`config.mk`:
```
export PLATFORM = sky130hd
export DESIGN_NAME = dm_lsu
export DESIGN_NICKNAME = d
export VERILOG_FILES = /design/src/rtl/lsu_pkg.sv /design/src/rtl/lsu_load_extend.sv /design/src/rtl/dm_lsu.sv
export SDC_FILE = /design/constraint.sdc
export NUM_CORES = 1
export LEC_CHECK = 0
export ABC_CLOCK_PERIOD_IN_PS = 3270
export CAP_MARGIN = 20
export CORE_ASPECT_RATIO = 0.8
export CORE_MARGIN = 3
export CORE_UTILIZATION = 35
export DETAILED_ROUTE_END_ITERATION = 8
export HOLD_SLACK_MARGIN = 0.12
export PLACE_DENSITY_LB_ADDON = 0.1
export SLEW_MARGIN = 20
export SYNTH_ARGS = -nofsm -noshare
export SYNTH_HDL_FRONTEND = slang
export SYNTH_HIERARCHICAL = 1
export SYNTH_SLANG_ARGS = --single-unit
```
`constraint.sdc`:
```
create_clock -name clk -period 3.27 [get_ports clk]
set_input_delay 0.327 -clock clk [delete_from_list [all_inputs] [get_ports clk]]
set_output_delay 0.327 -clock clk [all_outputs]
set_load 0.1 [all_outputs]
```
`src/rtl/lsu_pkg.sv`:
```
// Shared types and widths for the data-memory load/store unit.
package lsu_pkg;

  localparam int unsigned REG_BUS      = 32;
  localparam int unsigned REG_ADDR_BUS = 32;
  localparam int unsigned BE_W         = REG_BUS / 8;

  typedef enum logic [1:0] {
    LSU_IDLE = 2'b00,
    LSU_REQ  = 2'b01,
    LSU_WAIT = 2'b10,
    LSU_DONE = 2'b11
  } lsu_state_t;

  typedef enum logic [1:0] {
    SIZE_B = 2'b00,
    SIZE_H = 2'b01,
    SIZE_W = 2'b10
  } mem_size_t;

  // Byte enables for an access; lanes shifted past bit 3 are dropped. Size 11 acts as word.
  function automatic logic [BE_W-1:0] size_to_be(input logic [1:0] size, input logic [1:0] off);
    logic [BE_W-1:0] be;
    case (size)
      SIZE_B:  be = BE_W'(4'b0001 << off);
      SIZE_H:  be = BE_W'(4'b0011 << off);
      default: be = BE_W'(4'b1111);
    endcase
    return be;
  endfunction

endpackage

```
`src/rtl/lsu_load_extend.sv`:
```
// Load data lane select and sign/zero extension toward the writeback stage.
module lsu_load_extend
  import lsu_pkg::*;
(
  input  logic [REG_BUS-1:0] i_rdata,
  input  logic [1:0]         i_offset,
  input  logic [1:0]         i_size,
  input  logic               i_unsigned,
  output logic [REG_BUS-1:0] o_data
);

  logic [REG_BUS-1:0] w_shifted;

  assign w_shifted = i_rdata >> {i_offset, 3'b000};

  always_comb begin
    o_data = i_rdata;
    case (i_size)
      SIZE_B: o_data = i_unsigned ? {{(REG_BUS-8){1'b0}}, w_shifted[7:0]}
                                  : {{(REG_BUS-8){w_shifted[7]}}, w_shifted[7:0]};
      SIZE_H: o_data = i_unsigned ? {{(REG_BUS-16){1'b0}}, w_shifted[15:0]}
                                  : {{(REG_BUS-16){w_shifted[15]}}, w_shifted[15:0]};
      default: o_data = i_rdata;
    endcase
  end

endmodule

```
`src/rtl/dm_lsu.sv`:
```
// Data-memory load/store unit: req/gnt/rvalid bus access with pipeline stall.
// Define LSU_ALIGN_CHECK_EN to suppress misaligned half/word accesses and flag them.
module dm_lsu
  import lsu_pkg::*;
(
  input  logic                    clk,
  input  logic                    reset,
  input  logic                    mem_re,
  input  logic                    mem_we,
  input  logic [1:0]              mem_size,
  input  logic                    mem_unsigned,
  input  logic [REG_ADDR_BUS-1:0] addr,
  input  logic [REG_BUS-1:0]      wdata,
  output logic                    stall,
  output logic [REG_BUS-1:0]      ld_data,
  output logic                    ld_valid,
  output logic                    fault_bus,
  output logic                    fault_misaligned,
  output logic                    dbus_req,
  output logic                    dbus_we,
  output logic [REG_ADDR_BUS-1:0] dbus_addr,
  output logic [BE_W-1:0]         dbus_be,
  output logic [REG_BUS-1:0]      dbus_wdata,
  input  logic                    dbus_gnt,
  input  logic                    dbus_rvalid,
  input  logic [REG_BUS-1:0]      dbus_rdata,
  input  logic                    dbus_err
);

  lsu_state_t r_state;
  lsu_state_t w_state_nxt;

  logic                    w_access;
  logic                    w_issue;
  logic [REG_BUS-1:0]      w_wdata_rep;
  logic [REG_BUS-1:0]      w_ld_ext;

  logic                    r_req;
  logic                    r_we;
  logic [REG_ADDR_BUS-1:0] r_addr;
  logic [1:0]              r_offset;
  logic [BE_W-1:0]         r_be;
  logic [REG_BUS-1:0]      r_wdata;
  logic [1:0]              r_size;
  logic                    r_unsigned;
  logic [REG_BUS-1:0]      r_ld_data;
  logic                    r_ld_valid;
  logic                    r_fault_bus;

  assign w_access = mem_re | mem_we;

`ifdef LSU_ALIGN_CHECK_EN
  logic w_misaligned;
  logic r_fault_mis;

  // Size 11 is a word, so mem_size[1] covers both word encodings.
  assign w_misaligned = ((mem_size == SIZE_H) && addr[0]) ||
                        (mem_size[1] && (addr[1:0] != 2'b00));
  assign w_issue          = w_access && !w_misaligned;
  assign fault_misaligned = r_fault_mis;

  always_ff @(posedge clk or posedge reset) begin
    if (reset) r_fault_mis <= 1'b0;
    else       r_fault_mis <= (r_state == LSU_IDLE) && w_access && w_misaligned;
  end
`else
  assign w_issue          = w_access;
  assign fault_misaligned = 1'b0;
`endif

  // Store data replicated onto every lane the enables may select.
  always_comb begin
    w_wdata_rep = wdata;
    case (mem_size)
      SIZE_B:  w_wdata_rep = {4{wdata[7:0]}};
      SIZE_H:  w_wdata_rep = {2{wdata[15:0]}};
      default: w_wdata_rep = wdata;
    endcase
  end

  lsu_load_extend u_load_extend (
    .i_rdata    (dbus_rdata),
    .i_offset   (r_offset),
    .i_size     (r_size),
    .i_unsigned (r_unsigned),
    .o_data     (w_ld_ext)
  );

  always_ff @(posedge clk or posedge reset) begin
    if (reset) r_state <= LSU_IDLE;
    else       r_state <= w_state_nxt;
  end

  // Stall covers detect, request and response cycles; DONE lets the pipeline advance.
  always_comb begin
    w_state_nxt = r_state;
    stall       = 1'b0;
    case (r_state)
      LSU_IDLE: begin
        if (w_issue) begin
          stall       = 1'b1;
          w_state_nxt = LSU_REQ;
        end
      end
      LSU_REQ: begin
        stall = 1'b1;
        if (dbus_gnt) w_state_nxt = LSU_WAIT;
      end
      LSU_WAIT: begin
        stall = 1'b1;
        if (dbus_rvalid) w_state_nxt = LSU_DONE;
      end
      LSU_DONE: w_state_nxt = LSU_IDLE;
      default:  w_state_nxt = LSU_IDLE;
    endcase
  end

  always_ff @(posedge clk or posedge reset) begin
    if (reset) begin
      r_req       <= 1'b0;
      r_we        <= 1'b0;
      r_addr      <= '0;
      r_offset    <= 2'b00;
      r_be        <= '0;
      r_wdata     <= '0;
      r_size      <= 2'b00;
      r_unsigned  <= 1'b0;
      r_ld_data   <= '0;
      r_ld_valid  <= 1'b0;
      r_fault_bus <= 1'b0;
    end else begin
      r_ld_valid  <= 1'b0;
      r_fault_bus <= 1'b0;
      if ((r_state == LSU_IDLE) && w_issue) begin
        r_req      <= 1'b1;
        r_we       <= mem_we;
        r_addr     <= {addr[REG_ADDR_BUS-1:2], 2'b00};
        r_offset   <= addr[1:0];
        r_be       <= size_to_be(mem_size, addr[1:0]);
        r_wdata    <= w_wdata_rep;
        r_size     <= mem_size;
        r_unsigned <= mem_unsigned;
      end
      if ((r_state == LSU_REQ) && dbus_gnt) r_req <= 1'b0;
      if ((r_state == LSU_WAIT) && dbus_rvalid) begin
        if (dbus_err) begin
          r_fault_bus <= 1'b1;
        end else if (!r_we) begin
          r_ld_data  <= w_ld_ext;
          r_ld_valid <= 1'b1;
        end
      end
    end
  end

  assign dbus_req   = r_req;
  assign dbus_we    = r_we;
  assign dbus_addr  = r_addr;
  assign dbus_be    = r_be;
  assign dbus_wdata = r_wdata;
  assign ld_data    = r_ld_data;
  assign ld_valid   = r_ld_valid;
  assign fault_bus  = r_fault_bus;

endmodule

```
Word-level counts from Yosys, hierarchy flattened
Index checks and enable logic that the tools add are counted.
{ "word_totals": {"register_bits": 109, "inputBits": 106, "output_inout_bits": 106, "word_cells": 54} }
{ "op_classes": {"n_eq_ne": 8, "shifts": 3, "mux": 18, "bitwise_logic": 3, "n_reduce_logical": 10} }
{ "ops": {"columns": ["operator", "n"], "rows": [
  ["$pmux 32 s2", 2],
  ["$mux 32", 2],
  ["$shr 32x5->16", 1],
  ["$mux 1", 8],
  ["$pmux 2 s4", 1],
  ["$pmux 4 s2", 1],
  ["$eq 2x1->1 const B", 3],
  ["$logic_not 2->1", 3],
  ["$mux 2", 3],
  ["$ne 2x2->1 const B", 3],
  ["$reduce_and 3->1", 2],
  ["$eq 2x2->1 const B", 2],
  ["$shl 1x2->4 const A", 1],
  ["$shl 2x2->4 const A", 1],
  ["$logic_and 1x1->1", 3],
  ["$not 1->1", 2],
  ["$pmux 1 s2", 1],
  ["$reduce_bool 2->1", 1],
  ["$reduce_or 2->1", 1],
  ["$or 1x1->1", 1]
]} }

Logic depth before layout (Yosys ltp)
{ "logic_depth": {"word_depth": 4, "mapped_depth": 7, "mapped_depth_nobuf": 5} }

Hierarchy
Netlist, hierarchy kept.
{ "by_module_without_submodules": {"columns": ["module", "n_inst", "cells_each", "area_each_um2", "seq_area_each_um2"], "rows": [
  ["dm_lsu", 1, 420, 4495.6, 2727.6],
  ["lsu_load_extend", 1, 113, 740.7, 0.0]
]} }

Least setup slack after synthesis
OpenSTA, ideal clock, no wires.
{ "synth_timing": {"path_kind": "register to output", "startpoint": "register r_state[0]", "endpoint": "output port stall", "arrival_time_ns": 2.309, "required_time_ns": 2.943, "path_slack_ns": 0.634, "stages_incl_launch_ff": 7, "n_path_buf": 1, "cell_sequence": "dfrtp_1 -> inv_1 -> ha_1 -> o21a_1 -> buf_2 -> nor2_1 -> nor2_1"} }
{ "synth_via": {"elab_chain_cells": 3, "elab_cells_between_ends": 5, "cone_classes": "eq/ne: 2; mux: 1; reduce/logical: 2"} }
{ "synth_lines": {"columns": ["element", "line", "text"], "rows": [
  ["start, declared", "dm_lsu.sv:30", "lsu_state_t r_state;"],
  ["start signal, assigned", "dm_lsu.sv:91", "else r_state <= w_state_nxt;"],
  ["$eq 2x1->1 / $eq 2x2->1 (equally long branches)", "dm_lsu.sv:98", "case (r_state)"],
  ["$reduce_or 2->1 (no source line)", null, null],
  ["$pmux 1 s2 *", "dm_lsu.sv:98", null],
  ["end, declared", "dm_lsu.sv:14", "output logic stall,"]
]} }
Mark *: on every way between the ends. The rest lies on a longest branch, timed or not.

Worst setup path after layout
{ "layout_timing": {"startpoint": "register r_offset[1]", "endpoint": "register r_ld_data[16], in the netlist ld_data[16]"} }
{ "layout_via": {"elab_chain_cells": 3, "elab_cells_between_ends": 4, "cone_classes": "shift: 1; mux: 3"} }
{ "layout_lines": {"columns": ["element", "line", "text"], "rows": [
  ["start, declared", "dm_lsu.sv:41", "logic [1:0] r_offset;"],
  ["start signal, assigned", "dm_lsu.sv:138", "r_offset <= addr[1:0];"],
  ["$shr 32x5->16 *", "lsu_load_extend.sv:14", "assign w_shifted = i_rdata >> {i_offset, 3'b000};"],
  ["$mux 32 (on tied branches)", "lsu_load_extend.sv:21, lsu_load_extend.sv:19", null],
  ["$pmux 32 s2 *", "lsu_load_extend.sv:18", "case (i_size)"],
  ["via w_ld_ext[16]", "dm_lsu.sv:36", "logic [REG_BUS-1:0] w_ld_ext;"],
  ["end signal, assigned", "dm_lsu.sv:149", "r_ld_data <= w_ld_ext;"],
  ["end, declared", "dm_lsu.sv:46", "logic [REG_BUS-1:0] r_ld_data;"]
]} }
The timed path passes the listed nets; every way through them passes the cells marked *.
A chain may end at the register's enable or synchronous reset.

==> results.cfg <==
[placement]
hpwl_um = 11200
io_buffers = 208
place_area_um2 = 7430
gp_congestion = 0.829
pre_cts_ws_ns = 0.688

[finish]
finalInstanceArea_um2 = 7710
seq_area_um2 = 2730
drive_gt1_share_pct = 8.90
multi_input_area_um2 = 2270
diodes = 0
nFillCells = 1295
final_nets = 836
area_delta_synth_final_pct = 47.2

[logic_synthesis]
synth-edff-count = 0
synth-simple-area-share_pct = 17.4
synthCells = 533
synth_top_cells_by_area = dfrtp_1 52%, nand2_1 13%, mux2_2 6.9%
synth_xor_xnor_area_share_pct = 0
ys_seq_area_share_pct = 52.1
syn-cell-area_um2 = 5240
synth_compound_area_share_pct = 12.4
ys_types = 41
ys_top_cells_by_count = 181 x nand2_1, 109 x dfrtp_1, 32 x mux2_2, 28 x o21ai_0, 23 x mux2i_1
synth_ff_type = dfrtp_1
yosysTopAreaCell = dfrtp_1
synthMuxAreaShare_pct = 12.1
synth_top_area_share_pct = 52.1
ys_seq_elements = 109
synth_top_family_by_area = simple AND/OR/NAND/NOR gates
ys.warnings.count = 6
synthArstFlopShare_pct = 100
synth.most_common_cell = nand2_1
synthAdderAreaFrac_pct = 0.956
avgSynthCellArea_um2 = 9.82

[floorplanning]
pin_count = 212
die_h_um = 115
num_rows = 39
dieArea_um2 = 16500
die_x_um = 143
core_um2 = 14400
initial_core_util_pct = 36.3

[worst_setup_path]
cp.arrival_ns = 2.55
crit_path_end_kind = flop
worst_setup_path_start_kind = flop
required_ns = 3.50
crit_type = reg2reg
rrSetupSlack_ns = 0.95
crit_fanout = 19

[route]
drt_wl_total_um = 15600
ant_nets = 0
dr.first_iter.drc_count = 240
vias = 4503
drtPass1Iterations = 5
routedWlPerCell_um = 17.1
via_per_inst = 4.93
remaining_drc_errors = 0

[timing]
whs_ns = 0.357
fin_crit_sh_pct = 70.8
finalSetupViolations = 0
fin_ws_ns = 0.954
max_slew_margin_pct = 31.5
post-route-min-period_ns = 2.32
worst_slew_pin_slew_ns = 1.02
clock_skew_ns = 0.00561
drv_slew = 0
fmax_mhz = 432
final_hold_viol_count = 0
rsz0062_at_grt = false
tns_ns = 0

[clocking]
clock_sinks = 109
cts_buffers = 9
cts-root-buf = clkbuf_16
clk_pin_slew_ns = 0.07
h-tree-depth = 3
ctsResizeCount = 0
cts_hold_buf = 0
ctsLongestPathBuffers = 2
cts_tree = done
post_cts_buffers = 0
clk_latency_ns = 0.35

[run]
maxCapViolCount = 0

[global_routing]
grt_max_degree = 73
antenna_found_initial = 0
grt_usage_pct = 19.3
grt_pass1_vias = 4650
grt_pass1_wl_um = 25000
grt-ovfl-total = 0

[hold_path]
min_path_type = in2async

[run_status]
outcome = finished clean
-- cells by family (layout without fill, tap and decap cells) --
family	after synthesis	after routing
muxes	58	58
and+or+nand+nor	217	217
other	1	3
DFF	109	109
AOI/OAI and AO/OA	96	96
adders and majority gates	4	4
buffers and inverters	48	243
-- worst paths after layout --
kind	startpoint	to	cells past startpoint
hold reg to reg	r_unsigned$_DFFE_PP0P_	r_unsigned$_DFFE_PP0P_	2
setup / recovery	r_offset[1]$_DFFE_PP0P_	ld_data[16]$_DFFE_PP0P_	5
min in group clk	r_unsigned$_DFFE_PP0P_	r_unsigned$_DFFE_PP0P_	2
hold / removal	reset	dbus_addr[4]$_DFFE_PP0P_	2
max in group asynchronous	reset	ld_data[6]$_DFFE_PP0P_	3
setup reg to reg	r_offset[1]$_DFFE_PP0P_	ld_data[16]$_DFFE_PP0P_	5
-- layer usage --
metal / track usage [%] / vias to the layer above / wire length (µm)
met2: 30.2 / 143 / 7140
met1: 26.0 / 2161 / 7130
li1: - / 2184 / -
met4: 5.57 / 0 / 218
met5: 0 / - / 0
met3: 6.03 / 15 / 1090
-- critical path, stage by stage (launching register included) --
cell and delay, ns:
dfrtp_1 0.41, buf_4 0.28, mux2_2 0.41, a221oi_4 0.62
o21ai_0 0.18, mux2_2 0.30
-- final cells by class --
cell class	instances	share of cell area, %
flip-flops and latches	109	35.4
multi-input cells	378	29.4
repair buffers	218	28.1
clock buffers	12	3.33
well taps	184	2.99
inverters	10	0.519
clock inverters	3	0.276
-- sequential cells by signal (all words and copies together), names as in the netlist --
register and count:
fault_bus 1, dbus_wdata 32, dbus_we 1, r_size 2, dbus_req 1, ld_valid 1, r_offset 2, ld_data 32
dbus_be 4, dbus_addr 30, r_unsigned 1, r_state 2
-- metrics by stage --
step	cells	utilization, %
floorplan	535	-
finish	914	53.4
CTS	914	53.4
global route	914	53.4
detailed placement	899	51.5
global placement	899	51.5
-- placed cells by master, fill, tap and decap left out, types with 2 or more instances in the layout --
cell               n
a21oi_1           14
a222oi_1           3
a22o_1             6
a2bb2oi_1          2
a31oi_1            6
buf_4             10
clkbuf_16          9
clkbuf_8           2
clkdlybuf4s50_1  207
conb_1             3
dfrtp_1          109
ha_1               4
inv_1              8
mux2_1             2
mux2_2            32
mux2i_1           23
nand2_1          181
nand3_1            2
nand3b_1          12
nor2_1            13
nor2b_1            4
o211a_1            7
o21ai_0           28
o21ai_1           10
o2bb2ai_1          6
o31ai_1            7
Power is not shown: default switching activity piles up to over one toggle a cycle in this logic, so the estimate is an artifact.
==> RTL change: new RTL, same flow settings <==
Register the output `fault_bus` once more, without a reset; this adds one clock of latency there. The other outputs are not delayed to match.
--- a/src/rtl/dm_lsu.sv
+++ b/src/rtl/dm_lsu.sv
@@ -160,7 +160,9 @@
   assign dbus_wdata = r_wdata;
   assign ld_data    = r_ld_data;
   assign ld_valid   = r_ld_valid;
-  assign fault_bus  = r_fault_bus;
+  always_ff @(posedge clk) begin
+    fault_bus <= r_fault_bus;
+  end
 
 endmodule
 
Function: changed (a bounded check fails within 4 cycles, from zero or initial values and one cycle with reset high).
==> RTL change against the unedited design <==
  * Synthesized cell count up 0.19%
  * First-iteration DRC count down 15%
  * Design area up 0.94%
  * Clock skew down 0.00051 ns
  * Non-clock buffer count unchanged
  * Worst setup slack worse by 0.20 ns
  * Routed wire length up 1.0%
  * Final cell count up 0.22%
  * Sequential share of layout area down 0.073 points
  * Sequential cell count up 1
  * Synthesized area up 0.38%
Power is not shown: default switching activity piles up to over one toggle a cycle in this logic, so the estimate is an artifact.
==> RTL change: results (changes against the unedited design) <==
[worst_setup_path]
crit_path_end=stall  ; was ld_data[16]
crit_slowest_cell=o21a_2  ; was a221oi_4
r2r_setup_slack_ns=1.01  ; was 0.95 ns
critPathMaxFanout=28  ; was 19
crit_arrival_ns=2.19  ; was 2.55 ns
cpPeakStageDelay_ns=0.53  ; was 0.62 ns
rr_endpoint=ld_data[20]  ; was ld_data[16]
crit_start=r_state[0]  ; was r_offset[1]
reg2reg_depth=5  ; unchanged

[global_route]
groute.usage.overall=0.191  ; was 0.193
antenna_found_initial=0  ; unchanged
grt_pass1_vias=4617  ; was 4650
grt_pass1_wl_um=24700  ; was 25000 µm
grt_max_degree=56  ; was 73

[synth]
synth_commonest_cells=nand2_1 (181), dfrtp_1 (109), mux2_2 (32), o21ai_0 (28), mux2i_1 (23)  ; unchanged
netlist_top_cells_area=dfrtp_1 (52%), nand2_1 (13%), mux2_2 (6.9%)  ; unchanged
async_reset_ff_frac=0.991  ; was 1.00
ys_types=42  ; was 41
ys_seq_area_frac=0.523  ; was 0.521

[cts]
numCtsBuffers=9  ; unchanged
postCtsSetupRepairBufs=0  ; unchanged
insertion_delay_ns=0.35  ; about the same
ctsRootBufferMaster=clkbuf_16  ; unchanged

[route]
drt_first_pass_iters=4  ; was 5
first_iter_violations=205  ; was 240
via_per_inst=4.90  ; was 4.93
post_drt_wl_per_cell_um=17.2  ; was 17.1 µm

[place]
gp_congestion=0.871  ; was 0.829
dp.final_hpwl_um=11600  ; was 11200 µm
place_ws_ns=0.713  ; was 0.688 ns

[timing]
worst_slack_ns=0.749  ; was 0.954 ns
worst_slew_pin_slew_ns=1.02  ; about the same
clock_skew_ns=0.00510  ; was 0.00561 ns

[finish]
drive_above_1_share=0.0929  ; was 0.0890
final_nets=837  ; was 836

[hold_path]
hold_path.class=register to register  ; was primary input to async pin

[status]
run_status=finished clean  ; unchanged

## RTL change: area by class of cell
type | instances | area (µm²)
Inverter | 10 | 40.0
Fill cell | 1301 | 6710
Timing Repair Buffer | 218 | 2190
Clock inverter | 6 | 68.8
Sequential cell | 110 | 2750
Tap cell | 184 | 230
Multi-Input combinational cell | 378 | 2270
Clock buffer | 10 | 239
## RTL change: kinds of logic (layout without fill, tap and decap cells)
group           count (synthesis)  count (layout)  share of synthesized area
buf+inv                        48             244                     0.0490
mux                            58              58                      0.121
compound gates                 96              96                      0.124
fa+ha+maj                       4               4                    0.00952
other cells                     1               3                   0.000713
flops                         110             110                      0.523
simple gates                  217             217                      0.174
## RTL change: routing by layer
metal / up-vias / GRT usage / routed length (µm)
li1: 2183 / - / -
met1: 2157 / 0.253 / 7010
met5: - / 0 / 0
met2: 138 / 0.301 / 7300
met4: 0 / 0.0481 / 169
met3: 14 / 0.0681 / 1260
## RTL change: how the worst min path moves through the flow
| stage | cells past startpoint | slack [ns] | endpoint |
|---|---|---|---|
| after floorplan | 0 | 0.32 | fault_bus |
| after global placement | 0 | 0.34 | fault_bus |
| after detailed placement | 0 | 0.33 | fault_bus |
| after CTS | 0 | 0.35 | fault_bus |
| after global routing | 0 | 0.36 | fault_bus |
| final | 0 | 0.35 | fault_bus |
## RTL change: critical path: cells and delay by family, from the launching register on
family,cells,cell delay (ns)
buf+inv,2,0.41
flops,1,0.41
fa+ha+maj,1,0.29
compound gates,1,0.53
simple gates,2,0.20
## RTL change: through the flow
step           hold WS [ns]  std cells  area (µm²)
2_1_floorplan         0.324        536        5260
3_3_place_gp          0.338        900        7470
3_5_place_dp          0.328        900        7470
4_1_cts               0.353        916        7780
5_1_grt               0.363        916        7780
6_report              0.351        916        7780
